## config.mk

```make
export PLATFORM = sky130hd
export DESIGN_NAME = adc_spi_responder_flat
export DESIGN_NICKNAME = d
export VERILOG_FILES = /design/src/rtl/adc_spi_pkg.sv /design/src/rtl/adc_spi_responder_if.sv /design/src/rtl/spi_pin_sync.sv /design/src/rtl/adc_spi_responder.sv /design/src/flat_wrapper.sv
export SDC_FILE = /design/constraint.sdc
export NUM_CORES = 1
export LEC_CHECK = 0
export BUFFER_PORTS_ARGS = -buffer_cell sky130_fd_sc_hd__buf_2
export CORE_MARGIN = 1
export CORE_UTILIZATION = 35
export CTS_BUF_LIST = sky130_fd_sc_hd__clkbuf_16
export CTS_CLUSTER_SIZE = 28
export DETAILED_ROUTE_END_ITERATION = 8
export SYNTH_ARGS = -nofsm -noshare
export SYNTH_HDL_FRONTEND = slang
export SYNTH_SLANG_ARGS = --single-unit
```

## constraint.sdc

```tcl
create_clock -name clk -period 3.5 [get_ports clk]
set_clock_uncertainty 0.05 [all_clocks]
set_input_delay 0.7 -clock clk [delete_from_list [all_inputs] [get_ports clk]]
set_output_delay 0.7 -clock clk [all_outputs]
set_load 0.1 [all_outputs]
```

## src/rtl/adc_spi_pkg.sv

```systemverilog
// Frame layout and FSM encodings shared by the ADC responder and the SPI master.
package adc_spi_pkg;

    localparam int unsigned DATA_W      = 12;
    localparam int unsigned LEAD_ZEROS  = 4;
    localparam int unsigned FRAME_LEN   = LEAD_ZEROS + DATA_W;
    localparam int unsigned CH_NUM      = 8;
    localparam int unsigned CH_W        = 3;
    localparam int unsigned SYNC_STAGES = 2;
    localparam int unsigned CNT_W       = 5;
    localparam int unsigned ADDR_FIRST  = 3;
    localparam int unsigned ADDR_LAST   = 5;

    typedef enum logic [1:0] {
        IDLE  = 2'd0,
        SHIFT = 2'd1,
        DONE  = 2'd2
    } state_t;

    typedef struct packed {
        logic [LEAD_ZEROS-1:0] lead;
        logic [DATA_W-1:0]     sample;
    } frame_t;

    // Builds the on-wire frame word: leading zeros then the sample, MSB first.
    function automatic logic [FRAME_LEN-1:0] frame_word(input logic [DATA_W-1:0] sample);
        frame_t f;
        f.lead   = '0;
        f.sample = sample;
        return f;
    endfunction

endpackage

```

## src/rtl/adc_spi_responder_if.sv

```systemverilog
// SPI pin bundle between the demodulator master and the ADC responder.
interface adc_spi_responder_if;

    logic cs;
    logic sclk;
    logic din;
    logic dout;

    modport master (output cs, output sclk, output din, input dout);
    modport slave  (input cs, input sclk, input din, output dout);

endinterface

```

## src/rtl/spi_pin_sync.sv

```systemverilog
// Multi-flop synchronizer for one asynchronous SPI pin plus registered edge flags.
module spi_pin_sync #(
    parameter int unsigned STAGES    = 2,
    parameter logic        RESET_VAL = 1'b1
) (
    input  logic clk,
    input  logic rst,
    input  logic pin,
    output logic level,
    output logic rise,
    output logic fall
);

    logic [STAGES-1:0] sync_q;

    // Synchronizer chain; level is the previous synchronized value so rise/fall align with it.
    always_ff @(posedge clk) begin
        if (rst) begin
            sync_q <= {STAGES{RESET_VAL}};
            level  <= RESET_VAL;
            rise   <= 1'b0;
            fall   <= 1'b0;
        end else begin
            sync_q <= {sync_q[STAGES-2:0], pin};
            level  <= sync_q[STAGES-1];
            rise   <= sync_q[STAGES-1] & ~level;
            fall   <= ~sync_q[STAGES-1] & level;
        end
    end

endmodule

```

## src/rtl/adc_spi_responder.sv

```systemverilog
// SPI-slave stand-in for the 8-channel 12-bit serial ADC, oversampled in the clk domain.
module adc_spi_responder
    import adc_spi_pkg::*;
(
    input  logic                      clk,
    input  logic                      rst,
    adc_spi_responder_if.slave        spi,
    input  logic [CH_NUM*DATA_W-1:0]  ch_data,
    output logic [CH_W-1:0]           cur_ch,
    output logic                      frame_done,
    output logic                      frame_err
);

    localparam int unsigned SETTLE   = SYNC_STAGES + 1;
    localparam int unsigned SETTLE_W = $clog2(SETTLE + 1);

    logic cs_level, cs_rise, cs_fall;
    logic sclk_level, sclk_rise, sclk_fall;
    logic din_level, din_rise, din_fall;
    logic unused_pin_flags;

    state_t                 state, state_nxt;
    logic [FRAME_LEN-1:0]   shreg, shreg_nxt;
    logic [CNT_W-1:0]       fcnt, fcnt_nxt;
    logic [CNT_W-1:0]       rcnt, rcnt_nxt, rcnt_inc;
    logic [CH_W-1:0]        addr_sh, addr_nxt;
    logic [CH_W-1:0]        cur_ch_nxt;
    logic                   dout_q, dout_nxt;
    logic                   done_nxt, err_nxt;
    logic [DATA_W-1:0]      sample_c;
    logic [SETTLE_W-1:0]    settle_cnt;
    logic                   armed;

    spi_pin_sync #(.STAGES(SYNC_STAGES), .RESET_VAL(1'b1)) u_cs_sync (
        .clk(clk), .rst(rst), .pin(spi.cs),
        .level(cs_level), .rise(cs_rise), .fall(cs_fall)
    );

    spi_pin_sync #(.STAGES(SYNC_STAGES), .RESET_VAL(1'b1)) u_sclk_sync (
        .clk(clk), .rst(rst), .pin(spi.sclk),
        .level(sclk_level), .rise(sclk_rise), .fall(sclk_fall)
    );

    spi_pin_sync #(.STAGES(SYNC_STAGES), .RESET_VAL(1'b0)) u_din_sync (
        .clk(clk), .rst(rst), .pin(spi.din),
        .level(din_level), .rise(din_rise), .fall(din_fall)
    );

    assign unused_pin_flags = sclk_level ^ din_rise ^ din_fall;

    assign sample_c = ch_data[32'(cur_ch) * DATA_W +: DATA_W];
    assign spi.dout = dout_q;

    // Frames may only start once cs has been seen high through a flushed synchronizer,
    // so a cs held low across reset cannot fake a falling edge.
    always_ff @(posedge clk) begin
        if (rst) begin
            settle_cnt <= '0;
            armed      <= 1'b0;
        end else if (settle_cnt != SETTLE_W'(SETTLE)) begin
            settle_cnt <= settle_cnt + SETTLE_W'(1);
        end else if (cs_level) begin
            armed <= 1'b1;
        end
    end

    // FSM and datapath registers.
    always_ff @(posedge clk) begin
        if (rst) begin
            state      <= IDLE;
            shreg      <= '0;
            fcnt       <= '0;
            rcnt       <= '0;
            addr_sh    <= '0;
            cur_ch     <= '0;
            dout_q     <= 1'b0;
            frame_done <= 1'b0;
            frame_err  <= 1'b0;
        end else begin
            state      <= state_nxt;
            shreg      <= shreg_nxt;
            fcnt       <= fcnt_nxt;
            rcnt       <= rcnt_nxt;
            addr_sh    <= addr_nxt;
            cur_ch     <= cur_ch_nxt;
            dout_q     <= dout_nxt;
            frame_done <= done_nxt;
            frame_err  <= err_nxt;
        end
    end

    // Next-state and datapath update; cs_rise outranks sclk edges except on the 16th rise.
    always_comb begin
        state_nxt  = state;
        shreg_nxt  = shreg;
        fcnt_nxt   = fcnt;
        rcnt_nxt   = rcnt;
        addr_nxt   = addr_sh;
        cur_ch_nxt = cur_ch;
        done_nxt   = 1'b0;
        err_nxt    = 1'b0;
        rcnt_inc   = rcnt + CNT_W'(1);

        case (state)
            IDLE: begin
                if (cs_fall && armed) begin
                    shreg_nxt = frame_word(sample_c);
                    fcnt_nxt  = '0;
                    rcnt_nxt  = '0;
                    addr_nxt  = '0;
                    state_nxt = SHIFT;
                end
            end
            SHIFT: begin
                if (cs_rise) begin
                    state_nxt = IDLE;
                    if (sclk_rise && rcnt_inc == CNT_W'(FRAME_LEN)) begin
                        cur_ch_nxt = addr_sh;
                        done_nxt   = 1'b1;
                    end else begin
                        err_nxt = 1'b1;
                    end
                end else begin
                    if (sclk_fall && fcnt < CNT_W'(FRAME_LEN - 1)) begin
                        shreg_nxt = shreg << 1;
                        fcnt_nxt  = fcnt + CNT_W'(1);
                    end
                    if (sclk_rise) begin
                        rcnt_nxt = rcnt_inc;
                        if (rcnt_inc >= CNT_W'(ADDR_FIRST) && rcnt_inc <= CNT_W'(ADDR_LAST)) begin
                            addr_nxt = {addr_sh[CH_W-2:0], din_level};
                        end
                        if (rcnt_inc == CNT_W'(FRAME_LEN)) begin
                            cur_ch_nxt = addr_sh;
                            done_nxt   = 1'b1;
                            state_nxt  = DONE;
                        end
                    end
                end
            end
            DONE: begin
                if (cs_rise) begin
                    state_nxt = IDLE;
                end
            end
            default: begin
                state_nxt = IDLE;
            end
        endcase

        dout_nxt = (state_nxt == SHIFT) ? shreg_nxt[FRAME_LEN-1] : 1'b0;
    end

endmodule
```

## src/flat_wrapper.sv

```systemverilog
// flat-port wrapper written by rule: the top's interface ports become plain ports
module adc_spi_responder_flat import adc_spi_pkg::*;
  (clk, rst, ch_data, cur_ch, frame_done, frame_err, spi_cs, spi_sclk, spi_din, spi_dout);
  adc_spi_responder_if spi_i ();
  input  logic clk;
  input  logic rst;
  input  logic [CH_NUM*DATA_W-1:0] ch_data;
  output logic [CH_W-1:0] cur_ch;
  output logic frame_done;
  output logic frame_err;
  input wire logic [$bits(spi_i.cs)-1:0] spi_cs;
  input wire logic [$bits(spi_i.sclk)-1:0] spi_sclk;
  input wire logic [$bits(spi_i.din)-1:0] spi_din;
  output wire logic [$bits(spi_i.dout)-1:0] spi_dout;
  assign spi_i.cs = spi_cs;
  assign spi_i.sclk = spi_sclk;
  assign spi_i.din = spi_din;
  assign spi_dout = spi_i.dout;
  adc_spi_responder u_core (.clk(clk), .rst(rst), .spi(spi_i), .ch_data(ch_data), .cur_ch(cur_ch), .frame_done(frame_done), .frame_err(frame_err));
endmodule
```

=== After elaboration in Yosys (flattened, before gate mapping) ===
Index checks and enable logic that the tools add are counted.

* Flip-flop bits (word level): 53
* Input bits: 101
* Output and inout bits: 6
* Logic and storage cells: 100

* Add/sub/neg operators: 3
* Multiply operators: 1
* Order comparisons: 3
* Eq/ne operators: 11
* Shift operators: 1
* Muxes and demuxes: 31
* Bitwise logic cells: 12
* Reductions and logical operators: 16

{| class="wikitable"
|+ Operator list
! operator !! number
|-
| $shiftx A96 B8 Y12 || 1
|-
| $mux W16 || 3
|-
| $pmux W16 S2 || 1
|-
| $mux W5 || 5
|-
| $mux W3 || 8
|-
| $pmux W5 S2 || 2
|-
| $reduce_and A4 Y1 || 3
|-
| $add A5 B1 Y5 const B || 2
|-
| $mux W2 || 5
|-
| $ne A2 B1 Y1 const B || 4
|-
| $not A1 Y1 || 8
|-
| $ne A2 B2 Y1 const B || 3
|-
| $pmux W2 S3 || 1
|-
| $pmux W3 S2 || 1
|-
| $reduce_bool A2 Y1 || 3
|-
| $eq A5 B5 Y1 const B || 1
|-
| $ge A5 B2 Y1 const B || 1
|-
| $le A5 B3 Y1 const B || 1
|-
| $lt A5 B4 Y1 const B || 1
|-
| $mul A3 B2 Y5 const B || 1
|-
| $mux W1 || 5
|-
| $reduce_and A5 Y1 || 1
|-
| $and A1 B1 Y1 || 4
|-
| $eq A2 B1 Y1 const B || 2
|-
| 7 further kinds || 11
|}

=== Logic depth before layout (Yosys ltp) ===
Gate-level depths: netlist of the first run.

* Depth in word-level cells: 9
* Gate-level depth with buffers: 7
* Gate-level depth less buffers: 7

=== By module ===
Synthesis of the first run repeated with hierarchy kept, for this count alone.

* Cell total of the unflattened synthesis: 271
* Area total of the unflattened synthesis: 2,969.1 sq um

{| class="wikitable"
|+ Modules (own cells, without submodules)
! module !! instances !! cells each !! area an instance (sq um) !! sequential area each (sq um)
|-
| adc_spi_responder || 1 || 241 || 2,567.5 || 800.8
|-
| spi_pin_sync || 3 || 10 || 133.9 || 100.1
|}

=== Least setup slack after synthesis of the first run ===
Ideal clock, no wire load.

* Path kind: register -> register
* From: register u_core.cur_ch[1]
* To: register u_core.shreg[8]
* Library setup time: 0.132 ns
* Arrival: 2.439 ns
* Required time: 3.318 ns
* Slack: 0.879 ns
* Cell stages (with the launch flop): 7
* Path buffers: 2
* Period minus slack after synthesis: 2.621 ns
* Path through: dfxtp_1 -> buf_2 -> clkbuf_1 -> mux4_2 -> mux2_2 -> a221oi_1 -> nor3_1

* Cells in the longest elaborated chain, start to end: 4

{| class="wikitable"
|+ Ends and longest elaborated chain
! item !! RTL line !! RTL
|-
| start, declared || adc_spi_responder.sv:9 || <nowiki>output logic [CH_W-1:0] cur_ch,</nowiki>
|-
| start signal, assigned || adc_spi_responder.sv:85 || <nowiki>cur_ch <= cur_ch_nxt;</nowiki>
|-
| $mul A3 B2 Y5 || adc_spi_responder.sv:51 || <nowiki>assign sample_c = ch_data[32'(cur_ch) * DATA_W +: DATA_W];</nowiki>
|-
| $shiftx A96 B8 Y12 || adc_spi_responder.sv:51 ||
|-
| $mux W16 || adc_spi_responder.sv:106 || <nowiki>if (cs_fall && armed) begin</nowiki>
|-
| $pmux W16 S2 || adc_spi_responder.sv:104 || <nowiki>case (state)</nowiki>
|-
| end signal, assigned || adc_spi_responder.sv:81 || <nowiki>shreg <= shreg_nxt;</nowiki>
|-
| end, declared || adc_spi_responder.sv:23 || <nowiki>logic [FRAME_LEN-1:0] shreg, shreg_nxt;</nowiki>
|}

Every way passes these cells. The select of a mux whose other input is x is not followed.
A chain may end at the register's enable or synchronous reset.

=== Worst setup path after layout of the first run ===
* From: register u_core.cur_ch[1]
* To: output cur_ch[1]

{| class="wikitable"
|+ RTL lines
! item !! RTL line !! RTL
|-
| end, declared || flat_wrapper.sv:8 || <nowiki>output logic [CH_W-1:0] cur_ch;</nowiki>
|}

No word-level cell between the ends.

==> results.cfg, run 1 <==
[detailed_routing]
num_vias = 2402
wl_mm = 6.50
vias_per_cell = 5.11
wl_per_cell_um = 13.8
drc = 0
drt_iter0_markers = 144
dr.pass1.iters = 4
postRouteAntennaNets = 0

[timing]
period_share_pct = 67.4
timing.max_slew.rel_slack_pct = 42.3
slew_violations = 0
worst_slew_pin_slew_ns = 0.866
tns_ns = 0
setup_viol_count_final = 0
rsz0062_at_grt = false
fmax_mhz = 424
finalCriticalPeriod_ns = 2.36
hold_violations = 0

[cts]
cts_tree = yes
cts_max_level = 2
cts_resized = 0
cts_buffers = 5
clkLatencyLatePin_ns = 0.29
postCtsSetupBuffers = 0
clk_pin_slew_ns = 0.07
cts_hold_buf = 0
clock-sinks = 53
cts-root-buf = clkbuf_16
clockBufferDepth = 2

[synthesis]
ys_types = 47
avgSynthCellArea_um2 = 10.6
synthFlopType = dfxtp_1
synth_area_um2 = 2890
netlist_instances = 271
synth_nets = 378
synth_edf_count = 0
async_flop_share_pct = 0
yosysSeqAreaShare_pct = 36.8
synthTopCellsByArea = dfxtp_1 37%, mux4_2 11%, mux4_1 9.1%
synth_warnings = 0
yosysTopAreaCell = dfxtp_1
yosysTopAreaCellShare_pct = 36.8
synth_most_common_cell = dfxtp_1
synth.top_cells.by_count = 53 x dfxtp_1, 43 x nor2_1, 14 x mux4_2
ys_ff_latch = 53

[setup_path]
cp.buffers_inverters = 1
path_depth = 1
critPathKind = flip-flop to output pin
critical_path.slowest_cell = dfxtp_1
worstPathMaxFanout = 20
required_ns = 2.75
endpoint_kind = output pin
cp_cell_sequence = buf_2
cp-start-kind = flip-flop
arrival_ns = 1.61
worst_r2r_path_depth = 5
path_delay_family = flip-flops
cpPeakStageDelay_ns = 0.77

[floorplan]
core_area_um2 = 7850
chipWidth_um = 92.8
num_rows = 32
io_pins = 107
initial_core_util_pct = 36.8
die-area_um2 = 8610
dieHeight_um = 92.8

[min_path]
hp-class = flip-flop to flip-flop
whs_path_depth = 1

[global_route]
grt.overflow.total = 0
antenna_found_initial = 0
grt_pass1_wl_mm = 10.6
grt_pass1_vias = 2315
grt_max_degree = 52
grt_usage_pct = 15.5

[final_layout]
stdcell_count = 470
drive_above_1_share_pct = 39.4
fillers = 787
diodes = 0
syn_to_final_growth_pct = 24.8
fin_nets = 474

[power]
max-vdd-ir-drop_v = 0.000184
power_density_nw_per_um2 = 336
p_leak_uw = 0.00146

[run_status]
outcome = complete, no violations

[place]
port_buffers = 106
dp_hpwl_mm = 4.93
gp_congestion = 0.746
placed_cells = 462

[run]
drv_cap = 0
## sequential cells by signal, indices dropped and copies added, names as in the netlist, 2 cells and up
register,flops
u_core.u_din_sync.sync_q,2
u_core.settle_cnt,2
u_core.fcnt,5
u_core.u_sclk_sync.sync_q,2
u_core.addr_sh,3
u_core.state,2
u_core.cur_ch,3
u_core.shreg,16
u_core.rcnt,5
u_core.u_cs_sync.sync_q,2
## path summary, 6_finish.rpt
kind	slack, ns	to	startpoint
setup / recovery	1.14	cur_ch[1]	u_core.cur_ch[1]$_SDFFE_PP0P_
hold / removal	0.36	u_core.u_sclk_sync.sync_q[1]$_SDFF_PP1_	u_core.u_sclk_sync.sync_q[0]$_SDFF_PP1_
setup reg to reg	1.38	u_core.shreg[11]$_SDFFE_PP0P_	u_core.cur_ch[0]$_SDFFE_PP0P_
hold reg to reg	0.36	u_core.u_sclk_sync.sync_q[1]$_SDFF_PP1_	u_core.u_sclk_sync.sync_q[0]$_SDFF_PP1_
## cell usage in the layout, fill, tap and decap left out, types with 2 or more instances in the layout
master and count:
a31oi_1 2, mux2i_1 11, nor3b_1 6, o21ai_0 2, a21o_1 2, mux2_2 5
buf_4 3, a21oi_1 13, mux4_2 14, mux4_1 10, inv_1 8, nand3_1 3
nor3_1 12, o32ai_1 2, nand2_1 4, a22oi_1 3, xor2_1 3, nand2b_1 4
nand3b_1 5, buf_2 106, dfxtp_1 53, a221oi_1 10, or2_2 7, nor2b_1 3
ha_1 6, nor2_1 43, clkbuf_16 5, xnor2_1 4
## logic make-up (layout without fill, tap and decap cells)
logic type,after synthesis,in the layout,share of synthesized area (%)
AOI/OAI and AO/OA,41,41,10.2
buffers and inverters,28,125,4.73
muxes,40,40,25.8
adders and majority gates,6,6,2.60
DFF,53,53,36.8
and+or+nand+nor,96,96,17.7
xor gates and xnor gates,7,7,2.12
## layer usage
layer,share of wire (%),track usage [%],wire [µm],vias up
met1,46,20.5,2970,1116
met2,48,25.2,3140,73
li1,-,-,-,1207
met3,4.6,3.45,302,6
met4,1.3,4.87,85,0
met5,0,0,0,-
## area by class of cell
cell class / instances / area (µm²) / area share (%)
Clock buffer: 5 / 125 / 3.47
Clock inverter: 3 / 17.5 / 0.486
Inverter: 8 / 30.0 / 0.834
Multi-Input combinational cell: 190 / 1690 / 46.9
Sequential cell: 53 / 1060 / 29.5
Tap cell: 102 / 128 / 3.54
Timing Repair Buffer: 109 / 553 / 15.4
## per-stage QoR
stage / hold slack, ns / utilization, % / power, µW / setup slack, ns / instance area (µm²)
floorplan: 0.339 / - / 688 / 0.879 / 2890
global placement: 0.342 / 44.1 / 748 / 1.37 / 3460
detailed placement: 0.346 / 44.1 / 750 / 1.37 / 3460
CTS: 0.363 / 45.9 / 1220 / 1.11 / 3600
global route: 0.393 / 45.9 / 1260 / 1.04 / 3600
finish: 0.360 / 45.9 / 1210 / 1.14 / 3600
## power by group
group	internal [µW]	leakage [µW]	switching, µW	total [µW]
clock	263	0.0000712	212	475
combinational	72.4	0.000964	40.5	113
sequential	616	0.000429	6.44	622
No activity file was read; power rests on OpenSTA's default activity.
==> run 2, diff against run 1 <==
ABC_AREA = 1   (was default)
clock period = 2.45 ns   (was 3.5 ns; I/O delays follow)
==> results.cfg, run 2 <==
[run_status]
outcome = complete, no violations

[synthesis]
synth_most_common_cell = nor2_1
ys_types = 34
synthTopCellsByArea = dfxtp_1 35%, o21ai_0 10%, nor2_1 9.5%
yosysSeqAreaShare_pct = 35.1
async_flop_share_pct = 0
avgSynthCellArea_um2 = 6.68
synth_top_family_by_area = simple AND/OR/NAND/NOR gates
synth_edf_count = 0
synthSimpleGateAreaFrac_pct = 28.0
synthFlopType = dfxtp_1
yosysTopAreaCellShare_pct = 35.1
synth_xor_xnor_area_share_pct = 0.289
synthMuxAreaShare_pct = 0
ys_ff_latch = 53
yosysTopAreaCell = dfxtp_1
synth_area_um2 = 3030
synth_warnings = 0
netlist_instances = 453
synth_nets = 560
synth_fa_ha_area_share_pct = 2.48
synth_compound_area_share_pct = 24.9
synth.top_cells.by_count = 77 x nor2_1, 72 x nand2_1, 61 x o21ai_0

[power]
max-vdd-ir-drop_v = 0.000337
p_leak_uw = 0.00173
power_density_nw_per_um2 = 485

[setup_path]
cp_cell_sequence = buf_2
critical_path.slowest_cell = dfxtp_1
cp-start-kind = flip-flop
worstPathMaxFanout = 17
cp.buffers_inverters = 1
arrival_ns = 1.45
endpoint_kind = output pin
critPathKind = flip-flop to output pin
required_ns = 1.91
cpPeakStageDelay_ns = 0.64
path_delay_family = flip-flops

[place]
dp_hpwl_mm = 5.94
gp_congestion = 0.861
dpl_cell_area_um2 = 3620
port_buffers = 106

[cts]
clock-sinks = 53
cts_hold_buf = 0
clkLatencyLatePin_ns = 0.29
clk_pin_slew_ns = 0.06
cts_resized = 0
cts_max_level = 2
postCtsSetupBuffers = 0
cts_tree = yes
cts_buffers = 5
cts-root-buf = clkbuf_16
clockBufferDepth = 2

[global_route]
grt_max_degree = 50
antenna_found_initial = 0
grt_usage_pct = 17.3
grt_pass1_wl_mm = 12.4
grt.overflow.total = 0
grt_pass1_vias = 2693

[floorplan]
dieHeight_um = 95.0
initial_core_util_pct = 36.5
die-area_um2 = 9020
chipWidth_um = 95.0
core_area_um2 = 8300
io_pins = 107
num_rows = 33

[timing]
fmax_mhz = 503
worst_slew_pin_slew_ns = 0.510
timing.max_slew.rel_slack_pct = 66.0
hold_violations = 0
rsz0062_at_grt = false
finalCriticalPeriod_ns = 1.99
slew_violations = 0
setup_viol_count_final = 0
tns_ns = 0
period_share_pct = 81.2

[detailed_routing]
num_vias = 3193
drc = 0
wl_mm = 7.96
drt_iter0_markers = 134
dr.pass1.iters = 4
postRouteAntennaNets = 0
vias_per_cell = 4.90
wl_per_cell_um = 12.2

[final_layout]
syn_to_final_growth_pct = 25.0
drive_above_1_share_pct = 26.3
final_cell_mix = 105 x buf_2, 77 x nor2_1, 72 x nand2_1
fin_nets = 653
top_regs = u_core.shreg (16), u_core.fcnt (5), u_core.rcnt (5)
diodes = 0
layout_commonest_cell = buf_2
top_register = u_core.shreg
largest_reg_flops = 16
stdcell_area_um2 = 3780

[run]
drv_cap = 0

[min_path]
hp-class = input port to flip-flop
run 2: cells by family (layout without fill, tap and decap cells):
logic type      count (synthesis)  in the layout
xor+xnor                        1              1
simple gates                  193            193
flops                          53             53
fa+ha+maj                       6              6
buf+inv                        64            158
compound gates                136            136
run 2: worst paths after layout:
| path | startpoint | to | slack [ns] | cells past startpoint |
|---|---|---|---|---|
| worst max-delay path | u_core.cur_ch[1]$_SDFFE_PP0P_ | cur_ch[1] | 0.46 | 1 |
| worst min-delay path | spi_sclk | u_core.u_sclk_sync.sync_q[0]$_SDFF_PP1_ | 0.33 | 2 |
| worst max register to register | u_core.state[0]$_SDFF_PP0_ | u_core.fcnt[3]$_SDFFE_PP0P_ | 0.58 | 8 |
| worst min register to register | u_core.u_din_sync.sync_q[1]$_SDFF_PP0_ | u_core.u_din_sync.level$_SDFF_PP0_ | 0.36 | 2 |
run 2: layout make-up:
type,instances,area (µm²)
fillers,856,4520
clock buffers,5,125
inverters,37,139
multi-input cells,336,1690
flip-flops and latches,53,1060
repair buffers,113,598
well taps,105,131
clock inverters,3,41.3
run 2: power breakdown:
part           internal [µW]  switching [µW]  total [µW]
sequential               885            11.7         896
combinational           91.3            78.6         170
clock                    478             290         768
total                   1450             381        1830
run 2: metrics by stage:
step	total power (µW)	cells	setup WS (ns)	hold WS (ns)	util [%]
final	1830	652	0.460	0.333	45.6
after CTS	1860	652	0.449	0.323	45.6
after floorplan	991	453	0.375	0.338	-
after global routing	1920	652	0.343	0.330	45.6
after detailed placement	1080	644	0.594	0.344	43.6
after global placement	1080	644	0.647	0.344	43.6
run 2: layer usage:
metal,global-route usage [%],up-vias,wire (µm)
li1,-,1688,-
met1,22.6,1388,3780
met2,28.8,111,3520
met3,3.14,6,578
met4,5.30,0,82
met5,0,-,0
